File: src/rtl/cam_capture_scaler.sv
// Camera capture: OV7670 vsync/href/byte stream -> packed, optionally decimated pixel writes to frame-buffer port A.
// Latency: we/dout/addr are registered one pclk after the second byte of each pixel; frame_done one pclk after vsync rises.
// Backpressure: none; the frame-buffer port must accept a write on any cycle (at most one every two pclk).
module cam_capture_scaler #(
  parameter int WIDTH     = 640,
  parameter int HEIGHT    = 480,
  parameter int PIX_W     = 12,
  parameter int ADDR_W    = 19,
  parameter int MAX_SCALE = 2,
  parameter int CNT_W     = 8,
  parameter int SCALE_W   = (MAX_SCALE > 0) ? $clog2(MAX_SCALE + 1) : 1
) (
  input  logic               pclk,
  input  logic               rst,
  input  logic               vsync,
  input  logic               href,
  input  logic [7:0]         din,
  input  logic [1:0]         mode,
  input  logic [SCALE_W-1:0] scale,
  input  logic               pause,
  input  logic               shot,
  output logic [ADDR_W-1:0]  addr,
  output logic [PIX_W-1:0]   dout,
  output logic               we,
  output logic               frame_done,
  output logic [CNT_W-1:0]   frame_cnt,
  output logic [ADDR_W-1:0]  last_words,
  output logic               line_err
);

  // col/row saturate one past the active area so overflow stays detectable
  localparam int COL_W = $clog2(WIDTH + 1);
  localparam int ROW_W = $clog2(HEIGHT + 1);
  localparam logic [ADDR_W-1:0] ADDR_MAX = '1;

  typedef enum logic [1:0] {WAIT_VS, ARMED, CAPTURE, SKIP} state_t;

  state_t             state, state_nxt;
  logic               start_cap, end_cap;
  logic               vsync_q, href_q, phase;
  logic [7:0]         b0_q;
  logic [1:0]         mode_q;
  logic [SCALE_W-1:0] scale_q, scale_eff;
  logic               shot_pending;
  logic [COL_W-1:0]   col;
  logic [ROW_W-1:0]   row;
  logic               vs_rise, vs_fall, href_rise, href_fall, pix_done;
  logic               in_range, dec_ok, wr_ok, drop;
  logic [11:0]        pix;
  logic [ADDR_W-1:0]  addr_inc, addr_nxt;

  assign vs_rise   = vsync & ~vsync_q;
  assign vs_fall   = ~vsync & vsync_q;
  assign href_rise = href & ~href_q;
  assign href_fall = ~href & href_q;
  assign pix_done  = href & phase;
  assign scale_eff = (scale > SCALE_W'(MAX_SCALE)) ? SCALE_W'(MAX_SCALE) : scale;
  assign addr_inc  = (addr == ADDR_MAX) ? addr : addr + 1'b1;
  assign addr_nxt  = we ? addr_inc : addr;

  // Frame state register
  always_ff @(posedge pclk or posedge rst) begin
    if (rst) state <= WAIT_VS;
    else     state <= state_nxt;
  end

  // Frame gating: arm on vsync, pick capture or skip at the vsync falling edge
  always_comb begin
    state_nxt = state;
    start_cap = 1'b0;
    end_cap   = 1'b0;
    case (state)
      WAIT_VS: if (vsync) state_nxt = ARMED;
      ARMED: begin
        if (vs_fall) begin
          if (!pause || shot_pending) begin
            state_nxt = CAPTURE;
            start_cap = 1'b1;
          end else begin
            state_nxt = SKIP;
          end
        end
      end
      CAPTURE: begin
        if (vs_rise) begin
          state_nxt = ARMED;
          end_cap   = 1'b1;
        end
      end
      SKIP:    if (vs_rise) state_nxt = ARMED;
      default: state_nxt = WAIT_VS;
    endcase
  end

  // Sync edge history, byte phase and first byte of the current pixel
  always_ff @(posedge pclk or posedge rst) begin
    if (rst) begin
      vsync_q <= 1'b0;
      href_q  <= 1'b0;
      phase   <= 1'b0;
      b0_q    <= 8'd0;
    end else begin
      vsync_q <= vsync;
      href_q  <= href;
      phase   <= href ? ~phase : 1'b0;
      if (href && !phase) b0_q <= din;
    end
  end

  // Per-frame settings latched at capture start; shot request held until consumed there
  always_ff @(posedge pclk or posedge rst) begin
    if (rst) begin
      mode_q       <= 2'd0;
      scale_q      <= '0;
      shot_pending <= 1'b0;
    end else begin
      if (start_cap) begin
        mode_q       <= mode;
        scale_q      <= scale_eff;
        shot_pending <= 1'b0;
      end
      if (shot) shot_pending <= 1'b1;
    end
  end

  // Pixel column within the line and row (lines with at least one pixel) within the frame
  always_ff @(posedge pclk or posedge rst) begin
    if (rst) begin
      col <= '0;
      row <= '0;
    end else if (start_cap) begin
      col <= '0;
      row <= '0;
    end else begin
      if (href_rise) col <= '0;
      else if (pix_done && col < COL_W'(WIDTH)) col <= col + 1'b1;
      if (href_fall && col != '0 && row < ROW_W'(HEIGHT)) row <= row + 1'b1;
    end
  end

  // Pixel packing from (b0, b1) and the write/drop decision for the completing pixel
  always_comb begin
    pix = {3{b0_q[7:4]}};
    case (mode_q)
      2'd1:    pix = {b0_q[7:4], b0_q[2:0], din[7], din[4:1]};
      2'd2:    pix = {b0_q[3:0], din};
      default: pix = {3{b0_q[7:4]}};
    endcase
    in_range = (col < COL_W'(WIDTH)) && (row < ROW_W'(HEIGHT));
    dec_ok   = (((col >> scale_q) << scale_q) == col) && (((row >> scale_q) << scale_q) == row);
    wr_ok    = pix_done && (state == CAPTURE) && in_range && dec_ok;
    drop     = pix_done && (state == CAPTURE) && !in_range;
  end

  // Write port: strobe and data one cycle after byte 1, address advances after each write
  always_ff @(posedge pclk or posedge rst) begin
    if (rst) begin
      we   <= 1'b0;
      dout <= '0;
      addr <= '0;
    end else begin
      we <= wr_ok;
      if (wr_ok) dout <= PIX_W'(pix);
      addr <= start_cap ? '0 : addr_nxt;
    end
  end

  // Frame status: end-of-frame pulse, frame count, word count and sticky overflow flag
  always_ff @(posedge pclk or posedge rst) begin
    if (rst) begin
      frame_done <= 1'b0;
      frame_cnt  <= '0;
      last_words <= '0;
      line_err   <= 1'b0;
    end else begin
      frame_done <= end_cap;
      if (end_cap) begin
        frame_cnt  <= frame_cnt + 1'b1;
        last_words <= addr_nxt;
      end
      if (start_cap) line_err <= 1'b0;
      else if (drop) line_err <= 1'b1;
    end
  end

endmodule

File: config.mk
export PLATFORM = sky130hd
export DESIGN_NAME = cam_capture_scaler
export DESIGN_NICKNAME = d
export VERILOG_FILES = /design/src/rtl/cam_capture_scaler.sv
export SDC_FILE = /design/constraint.sdc
export NUM_CORES = 1
export LEC_CHECK = 0
export CAP_MARGIN = 0
export CELL_PAD_IN_SITES_DETAIL_PLACEMENT = 1
export CELL_PAD_IN_SITES_GLOBAL_PLACEMENT = 1
export CORE_MARGIN = 4
export CORE_UTILIZATION = 41
export CTS_CLUSTER_SIZE = 8
export DETAILED_ROUTE_END_ITERATION = 16
export MAX_ROUTING_LAYER = met4
export PLACE_DENSITY = 0.84
export RECOVER_POWER = 100
export SLEW_MARGIN = 30
export SYNTH_ARGS = -nofsm -noshare
export SYNTH_HDL_FRONTEND = slang
export SYNTH_SLANG_ARGS = --single-unit
File: constraint.sdc
create_clock -name pclk -period 3.92 [get_ports pclk]
set_clock_uncertainty 0.15 [all_clocks]
set_input_delay 0.784 -clock pclk [delete_from_list [all_inputs] [get_ports pclk]]
set_output_delay 0.784 -clock pclk [all_outputs]
set_load 0.01 [all_outputs]
# Word-level counts from Yosys, hierarchy flattened
# Cells that the tools add are included.
dict set report classes {
  n_bitwise 10
  reduce_logical 22
  n_shift 4
  n_lt_le_gt_ge 3
  add_sub_neg 4
  mux 25
  n_eq_ne 11
}
# op count
set ops {}
lappend ops {{2-to-1 mux 19 bit} 3}
lappend ops {{2-to-1 mux 10 bit} 3}
lappend ops {{case mux 12 bit (2 select lines)} 1}
lappend ops {{adder 19 x 1 -> 19 bit (second input constant)} 1}
lappend ops {{== test 19 bit (second input constant)} 1}
lappend ops {{2-to-1 mux 9 bit} 2}
lappend ops {{2-to-1 mux 1 bit} 11}
lappend ops {{adder 10 x 1 -> 10 bit (second input constant)} 1}
lappend ops {{== test 10 bit} 1}
lappend ops {{logical AND 1 bit} 10}
lappend ops {{< comparator 10 bit (second input constant)} 1}
lappend ops {{nonzero test 10 bit} 1}
lappend ops {{<< shifter 10 x 2 -> 10 bit} 1}
lappend ops {{>> shifter 10 x 2 -> 10 bit} 1}
lappend ops {{adder 9 x 1 -> 9 bit (second input constant)} 1}
lappend ops {{== test 9 bit} 1}
lappend ops {{< comparator 9 bit (second input constant)} 1}
lappend ops {{<< shifter 9 x 2 -> 9 bit} 1}
lappend ops {{>> shifter 9 x 2 -> 9 bit} 1}
lappend ops {{adder 8 x 1 -> 8 bit (second input constant)} 1}
lappend ops {{2-to-1 mux 2 bit} 4}
lappend ops {{== test 2 bit (second input constant)} 3}
lappend ops {{case mux 2 bit (3 select lines)} 1}
lappend ops {{nonzero test 2 bit} 3}
lappend ops {{other kinds (12)} 24}
dict set report word_totals {
  elab_cells 96
  out_inout_bits 61
  ff_bits 98
  inputBits 18
}

# Logic depth before layout (Yosys ltp)
# Gate-level depths: netlist of the first run.
dict set report depth {
  word_depth 7
  mapped_depth 7
  ltp_nobuf 7
}

# Least setup slack after synthesis of the first run
# OpenSTA, ideal clock, no wires.
dict set report synth_path {
  path_kind {input to register}
  start {input port href}
  end {register dout[0]}
  required_time_ns 3.645
  setup_slack_ns 1.558
  setup_time_ns 0.125
  path_stages 5
  path_buffers 1
  t_arrival_ns 2.088
  cell_sequence {and2_1 nand2_1 nor3_2 buf_4 mux2_2}
}
dict set report synth_between {
  elab_chain_len 4
}
# element line
set synth_lines {}
lappend synth_lines {{start: declaration} 16} ;# input logic href,
lappend synth_lines {{AND 1 bit} 56} ;# assign pix_done = href & phase;
lappend synth_lines {{logical AND 1 bit (3 in series)} 151} ;# wr_ok = pix_done && (state == CAPTURE) && in_range && dec_ok;
lappend synth_lines {{named net wr_ok} 48} ;# logic in_range, dec_ok, wr_ok, drop;
lappend synth_lines {{end signal: assignment} 163} ;# if (wr_ok) dout <= PIX_W'(pix);
lappend synth_lines {{end: declaration} 23} ;# output logic [PIX_W-1:0] dout,
# The timed path passes the listed nets, and every way through them passes these cells.
# A chain may end at the register's enable or synchronous reset.

# Final worst setup path of the first run
dict set report layout_path {
  start {input port href}
  end {register dout[10]}
}
dict set report layout_between {
  elab_chain_len 4
}
# element line
set layout_lines {}
lappend layout_lines {{AND 1 bit} 56}
lappend layout_lines {{logical AND 1 bit (3 in series)} 151}
# Every way passes these cells.

==> run metrics, run 1 <==
CTS Root Cell clkbuf_8; critical path type input pin to flip-flop; clk_lat worst skew between 0.3 and 0.4 ns; Buf/Inv on CP 2; core area roughly 11,000 um^2; Via density approximately 5.4; Syn Inst Count between 400 and 500; drt total wl ~11,000 um; post-layout util 0.518; Fillers approximately 1,200; Async S/R FF share, synth 1.00; die width approximately 110 um; Die H between 100 and 150 um; actual slew at the worst max-slew pin 2.10 ns; Final Cycle Share 0.814; Gates resized, CTS repair 0; HP Start frame_cnt[7]$_DFFE_PP0P_; initial antenna violation count 0; failing checks max-capacitance violations, max-slew violations; Starting Density 0.420; Setup Fix Bufs, Post-CTS 0; nets roughly 530; initial drt markers around 160; grt ovf 0; vias in the first global route 3,901; Worst path slowest cell nor3_1; Cells on Worst Hold Path 1; Final Max Slew Viols 48; crit path launch href; Fin. Hold Viols 0; Slew headroom -0.409; largest net degree at the start of global routing 52; register area share after synthesis 0.539; row count 38; min cycle time layout 3.19 ns; CTS tree yes; synthesis-to-layout area growth 23.5%; n_diodes 0; routability cong. around 0.83; leading cell types in the layout, fill and taps excluded dfrtp_1, dlygate4sd3_1, nor2_1; Reg2Reg Setup Slack around 1.3 ns; mapped cell area 4550 um^2; WL/cell 17.3 um; Detailed Place HPWL about 8300 um; Clock Path Buffers 2; syn nets 460; cell leakage power between 2 and 3 nW; reg2reg start col[7]$_DFFE_PP0P_; GRT Util Overall 0.193; crit-path leading delay family simple AND/OR/NAND/NOR gates; Post-synth EDFFs 0; Avg Inst Size Synth 10.5 um^2; Max Freq between 0.3 and 0.4 GHz; worst IR drop on VDD ~0.29 mV; Yosys cell types between 50 and 60; Endpoint, Worst Hold frame_cnt[7]$_DFFE_PP0P_; Setup crit end kind flip-flop; Hold-fix buffers, CTS 0; run status finished with violations; number of port buffers between 70 and 80; slowest stage delay, CP between 1 and 1.5 ns; CP Cell Sequence dlygate4sd3_1, and2_1, nand2_1, nor3_1, buf_4, nor2_1, a21oi_1; Pre-antenna DRT Iters 4; Syn. warnings 0; Clock Pin Slew Worst Setup and Hold Paths around 0.090 ns; hold_ws between 0.3 and 0.4 ns; Critical Path RT roughly 4.1 ns; total number of vias 3,499; setup violators final 0; FF-to-FF End dout[10]$_DFFE_PP0P_; RSZ-0062 raised after global routing no; CTS buffer count 9; CP max FO 9; clock sinks between 90 and 100; Final Cell Area about 5600 um^2; Worst EP arrival 3.32 ns; Die Area ~13,000 um^2; Maximum Capacitance Violations 1; CP startpoint kind input pin; Worst Hold Class flip-flop to flip-flop; register bit total from synthesis 98; Synth Flop Type dfrtp_1; DRC violation count after routing 0; global-route wire length before repair 19,400 um; Worst R2R Path Depth 6; PwrDens approximately 520 nW/um^2; Ports around 80; TNS Setup 0 ns; most common cell after layout, fill and taps aside dfrtp_1; share of cells above drive strength 1 0.0897; Max H-tree Level 3; DP Area 5460 um^2; Routed Antenna Nets 0
[cells by family (layout without fill, tap and decap cells)]
group                    count (synthesis)  count (layout)  share of synthesized area
AND/OR/NAND/NOR                        171             171                      0.193
flip-flops                              98              98                      0.539
AO/OA/AOI/OAI                           75              75                      0.106
buffers and inverters                   32             110                     0.0319
XOR/XNOR                                30              30                     0.0578
multiplexers                            22              22                     0.0531
adder cells (fa/ha/maj)                  7               7                     0.0193
[how the worst max path moves through the flow]
stage	slack (ns)	cells after the start	end
after floorplan	0.42	1	addr[0]$_DFF_PP0_
after global placement	0.91	5	dout[5]$_DFFE_PP0P_
after detailed placement	0.81	5	dout[2]$_DFFE_PP0P_
after CTS	1.21	7	dout[10]$_DFFE_PP0P_
after global routing	0.58	7	dout[11]$_DFFE_PP0P_
final	0.73	7	dout[10]$_DFFE_PP0P_
[worst register-to-register path, stage by stage (launching register included)]
cell	delay, ns
dfrtp_1	0.45
o21ai_2	0.27
nand2_1	0.18
nor3_1	1.03
buf_4	0.32
nor2_1	0.05
a21oi_1	0.13
[sequential cells by signal, indices dropped and copies added (netlist names), 2 cells and up]
| register | cells |
|---|---|
| col | 10 |
| mode_q | 2 |
| last_words | 19 |
| b0_q | 8 |
| scale_q | 2 |
| row | 9 |
| dout | 12 |
| state | 2 |
| frame_cnt | 8 |
| addr | 19 |
[metrics by stage]
stage / worst slack [ns] / instances / power (mW)
floorplan: 0.424 / 435 / 1.90
global placement: 0.914 / 638 / 2.35
detailed placement: 0.811 / 638 / 2.40
CTS: 1.21 / 653 / 3.03
global route: 0.584 / 653 / 3.12
finish: 0.729 / 653 / 2.91
[layer usage]
metal / share of wire / GRT usage
met5: 0 / -
met4: 0.0092 / 0.0481
met3: 0.034 / 0.0390
met2: 0.52 / 0.335
met1: 0.44 / 0.231
[power by group]
group	switching (mW)	internal [mW]
combinational	0.477	0.455
clock	0.347	0.263
sequential	0.159	1.21
total	0.983	1.93
[synth_stat cells, types with 7 or more instances]
| library cell | number | area [um^2] |
|---|---|---|
| ha_1 | 7 | 87.6 |
| and3_1 | 9 | 56.3 |
| nor2_1 | 59 | 221 |
| nand4_1 | 12 | 75.1 |
| mux2_2 | 17 | 191 |
| or3_1 | 7 | 43.8 |
| nand2_1 | 41 | 154 |
| inv_1 | 12 | 45.0 |
| xnor2_1 | 14 | 123 |
| dfrtp_1 | 98 | 2450 |
| nand3_1 | 13 | 65.1 |
| xor2_1 | 16 | 140 |
| a221oi_1 | 8 | 70.1 |
| clkbuf_1 | 13 | 48.8 |
| nor2b_1 | 7 | 43.8 |
| a21oi_1 | 14 | 70.1 |
| o21ai_0 | 26 | 130 |
[cell type report]
class                      count  area (um^2)  share of cell area
sequential                    98         2450               0.437
multi-input combinational    305         1950               0.347
timing repair buffer          82          816               0.145
tap                          140          175              0.0312
clock buffer                  11          151              0.0269
inverter                      13         50.0             0.00891
clock inverter                 4         26.3             0.00468
Note: power is estimated with default switching activity, not from simulation.
==> run 2: changes to the inputs <==
- CORE_UTILIZATION: 41 -> 37
- PLACE_DENSITY: 0.84 -> 0.81
- clock period: 3.92 -> 2.6 ns (I/O delays scaled with it)
==> run metrics, run 2 (synthesized netlist as in run 1, its figures left out) <==
critical path type input pin to flip-flop; Met2 Wirelength between 5000 and 6000 um; M1 WL 5210 um; Final Non-Filler Cells 668; Worst Hold Class flip-flop to flip-flop; share of cells above drive strength 1 0.0979; Die Area about 14,000 um^2; WL/cell ~17 um; Worst EP arrival approximately 2.4 ns; synthesis-to-layout area growth 27.3%; DP Area between 5000 and 6000 um^2; Final Cell Area around 5800 um^2; largest net degree at the start of global routing just under 100; CP startpoint kind input pin; total power draw just under 5 mW; number of port buffers between 70 and 80; CTS Root Cell clkbuf_16; Final Max Slew Viols 0; worst IR drop on VDD slightly above 0.5 mV; n_diodes 0; post-layout util 0.482; total number of vias about 3,600; slowest stage delay, CP 0.61 ns; CTS buffer count 9; most common cell after layout, fill and taps aside dfrtp_1; GRT Util Overall 0.177; die width between 100 and 150 um; Gates resized, CTS repair 0; Via density approximately 5.4; vias in the first global route about 4,000; Clock Path Buffers 2; DR WL met3 511 um; min cycle time layout ~2.4 ns; cell leakage power roughly 2.7 nW; Max H-tree Level 3; RSZ-0062 raised after global routing no; Worst path slowest cell dlygate4sd3_1; actual slew at the worst max-slew pin 1.35 ns; row count 40; routability cong. approximately 0.84; Fillers between 1,000 and 1,500; Setup WS post-layout ~0.24 ns; Routed Antenna Nets 0; Max Freq 0.425 GHz; pre-CTS setup slack ~0.17 ns; global-route wire length before repair between 15,000 and 20,000 um; Setup Fix Bufs, Post-CTS 0; Critical Path RT between 2 and 3 ns; core area 12,000 um^2; Top Registers addr: 19 flops, last_words: 19 flops, dout: 12 flops; setup violators final 0; Maximum Capacitance Violations 0; CP max FO 10; Detailed Place HPWL between 8000 and 9000 um; Setup crit end kind flip-flop; top layer in use met4; initial antenna violation count 0; Hold-fix buffers, CTS 0; TNS Setup 0 ns; CTS tree yes; DRC violation count after routing 0; Final Cycle Share 0.906; Pre-antenna DRT Iters 4; leading cell types in the layout, fill and taps excluded dfrtp_1, dlygate4sd3_1, nor2_1; nets about 540; CP Cell Sequence dlygate4sd3_1, or3_1, a21oi_1, a21o_1, nor2_1; grt ovf 0; initial drt markers roughly 130; placed cells approximately 650; Ports 79; Starting Density 0.379; hold_ws roughly 0.32 ns; drt total wl about 12,000 um; clk_lat worst skew approximately 0.35 ns; run status finished, final reports clean; Slew headroom 0.0993; Die H 119 um; PwrDens approximately 850 nW/um^2; Fin. Hold Viols 0; Clock Pin Slew Worst Setup and Hold Paths roughly 0.070 ns; clock sinks between 90 and 100
==> run 2: layout make-up <==
cell class              count  area [um^2]  share of cell area
flip-flops and latches     98         2450               0.424
multi-input cells         305         1920               0.332
repair buffers             89          862               0.149
clock buffers              10          229              0.0395
well taps                 147          184              0.0318
clock inverters             6         90.1              0.0156
inverters                  13         52.6             0.00908
==> run 2: where the power goes <==
| group | total [mW] | switching [mW] | internal, mW |
|---|---|---|---|
| clock | 1.45 | 0.606 | 0.847 |
| sequential | 2.07 | 0.233 | 1.83 |
| combinational | 1.43 | 0.731 | 0.697 |
| total | 4.95 | 1.57 | 3.38 |
==> run 2: metal layers <==
| metal | vias to the layer above | GRT usage |
|---|---|---|
| met2 | 97 | 0.293 |
| met3 | 20 | 0.0437 |
| met1 | 1820 | 0.217 |
| met5 | - | - |
| met4 | 0 | 0.0492 |
| li1 | 1678 | - |
==> run 2: worst paths after layout <==
check / start / to / slack (ns) / cells past startpoint
min: last_words[16]$_DFFE_PP0P_ / last_words[16]$_DFFE_PP0P_ / 0.32 / 2
max reg2reg: addr[0]$_DFF_PP0_ / last_words[14]$_DFFE_PP0P_ / 0.39 / 6
max in group asynchronous: rst / col[7]$_DFFE_PP0P_ / 0.44 / 3
min reg2reg: last_words[16]$_DFFE_PP0P_ / last_words[16]$_DFFE_PP0P_ / 0.32 / 2
min in group asynchronous: rst / last_words[0]$_DFFE_PP0P_ / 0.97 / 3
max: vsync / col[4]$_DFFE_PP0P_ / 0.24 / 5
==> run 2: worst max-delay path: cells and delay by family <==
family,cells,cell delay (ns)
compound gates,2,0.80
buf+inv,1,0.61
simple gates,2,0.49
==> run 3: changes to the inputs <==
- CELL_PAD_IN_SITES_DETAIL_PLACEMENT: 1 -> 2
- CELL_PAD_IN_SITES_GLOBAL_PLACEMENT: 1 -> 2
- CORE_UTILIZATION: 37 -> 30
- PLACE_DENSITY: 0.81 -> 0.8
==> run metrics, run 3 (synthesized netlist as in run 1, its figures left out) <==
most common cell after layout, fill and taps aside dfrtp_1; share of cells above drive strength 1 0.0975; Sequential Area between 2000 and 2500 um^2; Critical Path RT around 2.7 ns; CP startpoint kind input pin; Clock Power Share 0.279; clock sinks around 100; Most Used Layer, Global Route met2; slowest stage delay, CP 0.61 ns; Setup Fix Bufs, Post-CTS 0; worst IR drop on VDD 0.423 mV; CP max FO 22; drt total wl ~13,000 um; HP Start frame_cnt[7]$_DFFE_PP0P_; global routing usage on met3 0.0390; global-route wire length before repair between 20,000 and 25,000 um; DRC violation count after routing 0; Detailed Place HPWL roughly 9700 um; actual slew at the worst max-slew pin a little under 0.9 ns; routability cong. between 0.8 and 0.9; TNS Setup 0 ns; Cells on Worst Hold Path 1; Logic pwr share 0.298; critical path type input pin to flip-flop; Worst Hold Class flip-flop to flip-flop; synthesis-to-layout area growth 28.1%; M1 GR Usage 0.195; Buf/Inv on CP 2; total number of vias between 3,000 and 4,000; core area roughly 15,000 um^2; Fin. Hold Viols 0; Setup crit end kind flip-flop; largest net degree at the start of global routing between 50 and 60; Pre-antenna DRT Iters 4; Starting Density 0.309; Top Registers addr: 19 flops, last_words: 19 flops, dout: 12 flops; RSZ-0062 raised after global routing no; area of the multi-input gates between 1500 and 2000 um^2; die width between 100 and 150 um; grt met2 use 0.285; Final Max Slew Viols 0; number of port buffers just under 80; Max H-tree Level 3; Worst R2R Path Depth 7; reg2reg start col[0]$_DFFE_PP0P_; Endpoint, Worst Hold frame_cnt[7]$_DFFE_PP0P_; crit-path leading delay family buffers and inverters; Ports 79; Routed Antenna Nets 0; Slew headroom 0.417; Hold-fix buffers, CTS 0; net switching power roughly 1.6 mW; min cycle time layout ~2.4 ns; Fillers ~1,600; Worst path slowest cell dlygate4sd3_1; CTS buffer count 9; Clock Pin Slew Worst Setup and Hold Paths 0.06 ns; CTS Root Cell clkbuf_16; vias in the first global route ~4,200; Pint roughly 3.3 mW; Clock Path Buffers 2; part of the power in registers 0.423; CTS tree yes; leading cell types in the layout, fill and taps excluded dfrtp_1, dlygate4sd3_1, nor2_1; Reg2Reg Setup Slack 0.26 ns; row count 44; Final Cycle Share 0.921; Gates resized, CTS repair 0; nets ~540; Setup WS post-layout 0.207 ns; Worst EP arrival 2.48 ns; Maximum Capacitance Violations 0; clk_lat worst skew 0.35 ns; Die H 131 um; run status finished, final reports clean; setup violators final 0; grt ovf 0; sw frac 0.320; GRT Util Overall 0.165; initial drt markers 130; PwrDens 839 nW/um^2; n_diodes 0; WL/cell 18.8 um; Via density 5.15; Die Area 17,200 um^2; Max Freq roughly 0.42 GHz; total power draw around 4.9 mW; cell leakage power about 2.7 nW; initial antenna violation count 0; CP Cell Sequence dlygate4sd3_1, or3_1, a21oi_1, buf_4, o21ba_2; pre-CTS setup slack about 0.12 ns; Crit. path cell count 5; FF-to-FF End row[8]$_DFFE_PP0P_
==> run 3: worst max-delay path by stage <==
| stage | start | slack [ns] | to |
|---|---|---|---|
| 5_1_grt | vsync | 0.1 | addr[18]$_DFF_PP0_ |
| 4_1_cts | col[0]$_DFFE_PP0P_ | 0.28 | row[8]$_DFFE_PP0P_ |
| 3_5_place_dp | vsync | 0.12 | row[8]$_DFFE_PP0P_ |
| 2_1_floorplan | href | 0.50 | dout[0]$_DFFE_PP0P_ |
| 3_3_place_gp | vsync | 0.25 | row[8]$_DFFE_PP0P_ |
| 6_report | vsync | 0.21 | row[8]$_DFFE_PP0P_ |
==> run 3: power by group through the flow <==
stage | clock (mW) | sequential, mW | combinational, mW
floorplan | 0 | 2.15 | 0.711
global placement | 0 | 2.09 | 1.50
detailed placement | 0 | 2.11 | 1.57
CTS | 1.42 | 2.09 | 1.59
global route | 1.48 | 2.12 | 1.62
finish | 1.36 | 2.07 | 1.46
==> run 3: final cells by class <==
class,instances,area share
inverter,13,0.00859
timing repair buffer,91,0.150
clock inverter,2,0.00601
clock buffer,14,0.0453
tap,184,0.0395
multi-input combinational,305,0.330
sequential,98,0.421
==> run 3: worst register-to-register path, stage by stage, from the launching register on <==
cell,delay (ns)
dfrtp_1,0.45
inv_1,0.17
ha_1,0.20
nor4b_1,0.36
nand3_1,0.31
nand3_1,0.31
nor2_1,0.08
o21ba_2,0.20
==> run 3: per-layer routing <==
layer  vias to the layer above  wire length [um]
met4                         0               168
met2                        78              6860
met3                        18               456
met5                         -                 0
li1                       1686                 -
met1                      1858              5830
==> run 3: metrics by stage <==
step	hold WS, ns	util	cells	cell area, um^2
after floorplan	0.299	-	435	4550
after global placement	0.313	0.381	691	5610
after detailed placement	0.313	0.381	691	5610
after CTS	0.311	0.402	707	5900
after global routing	0.337	0.396	707	5830
final	0.312	0.396	707	5830
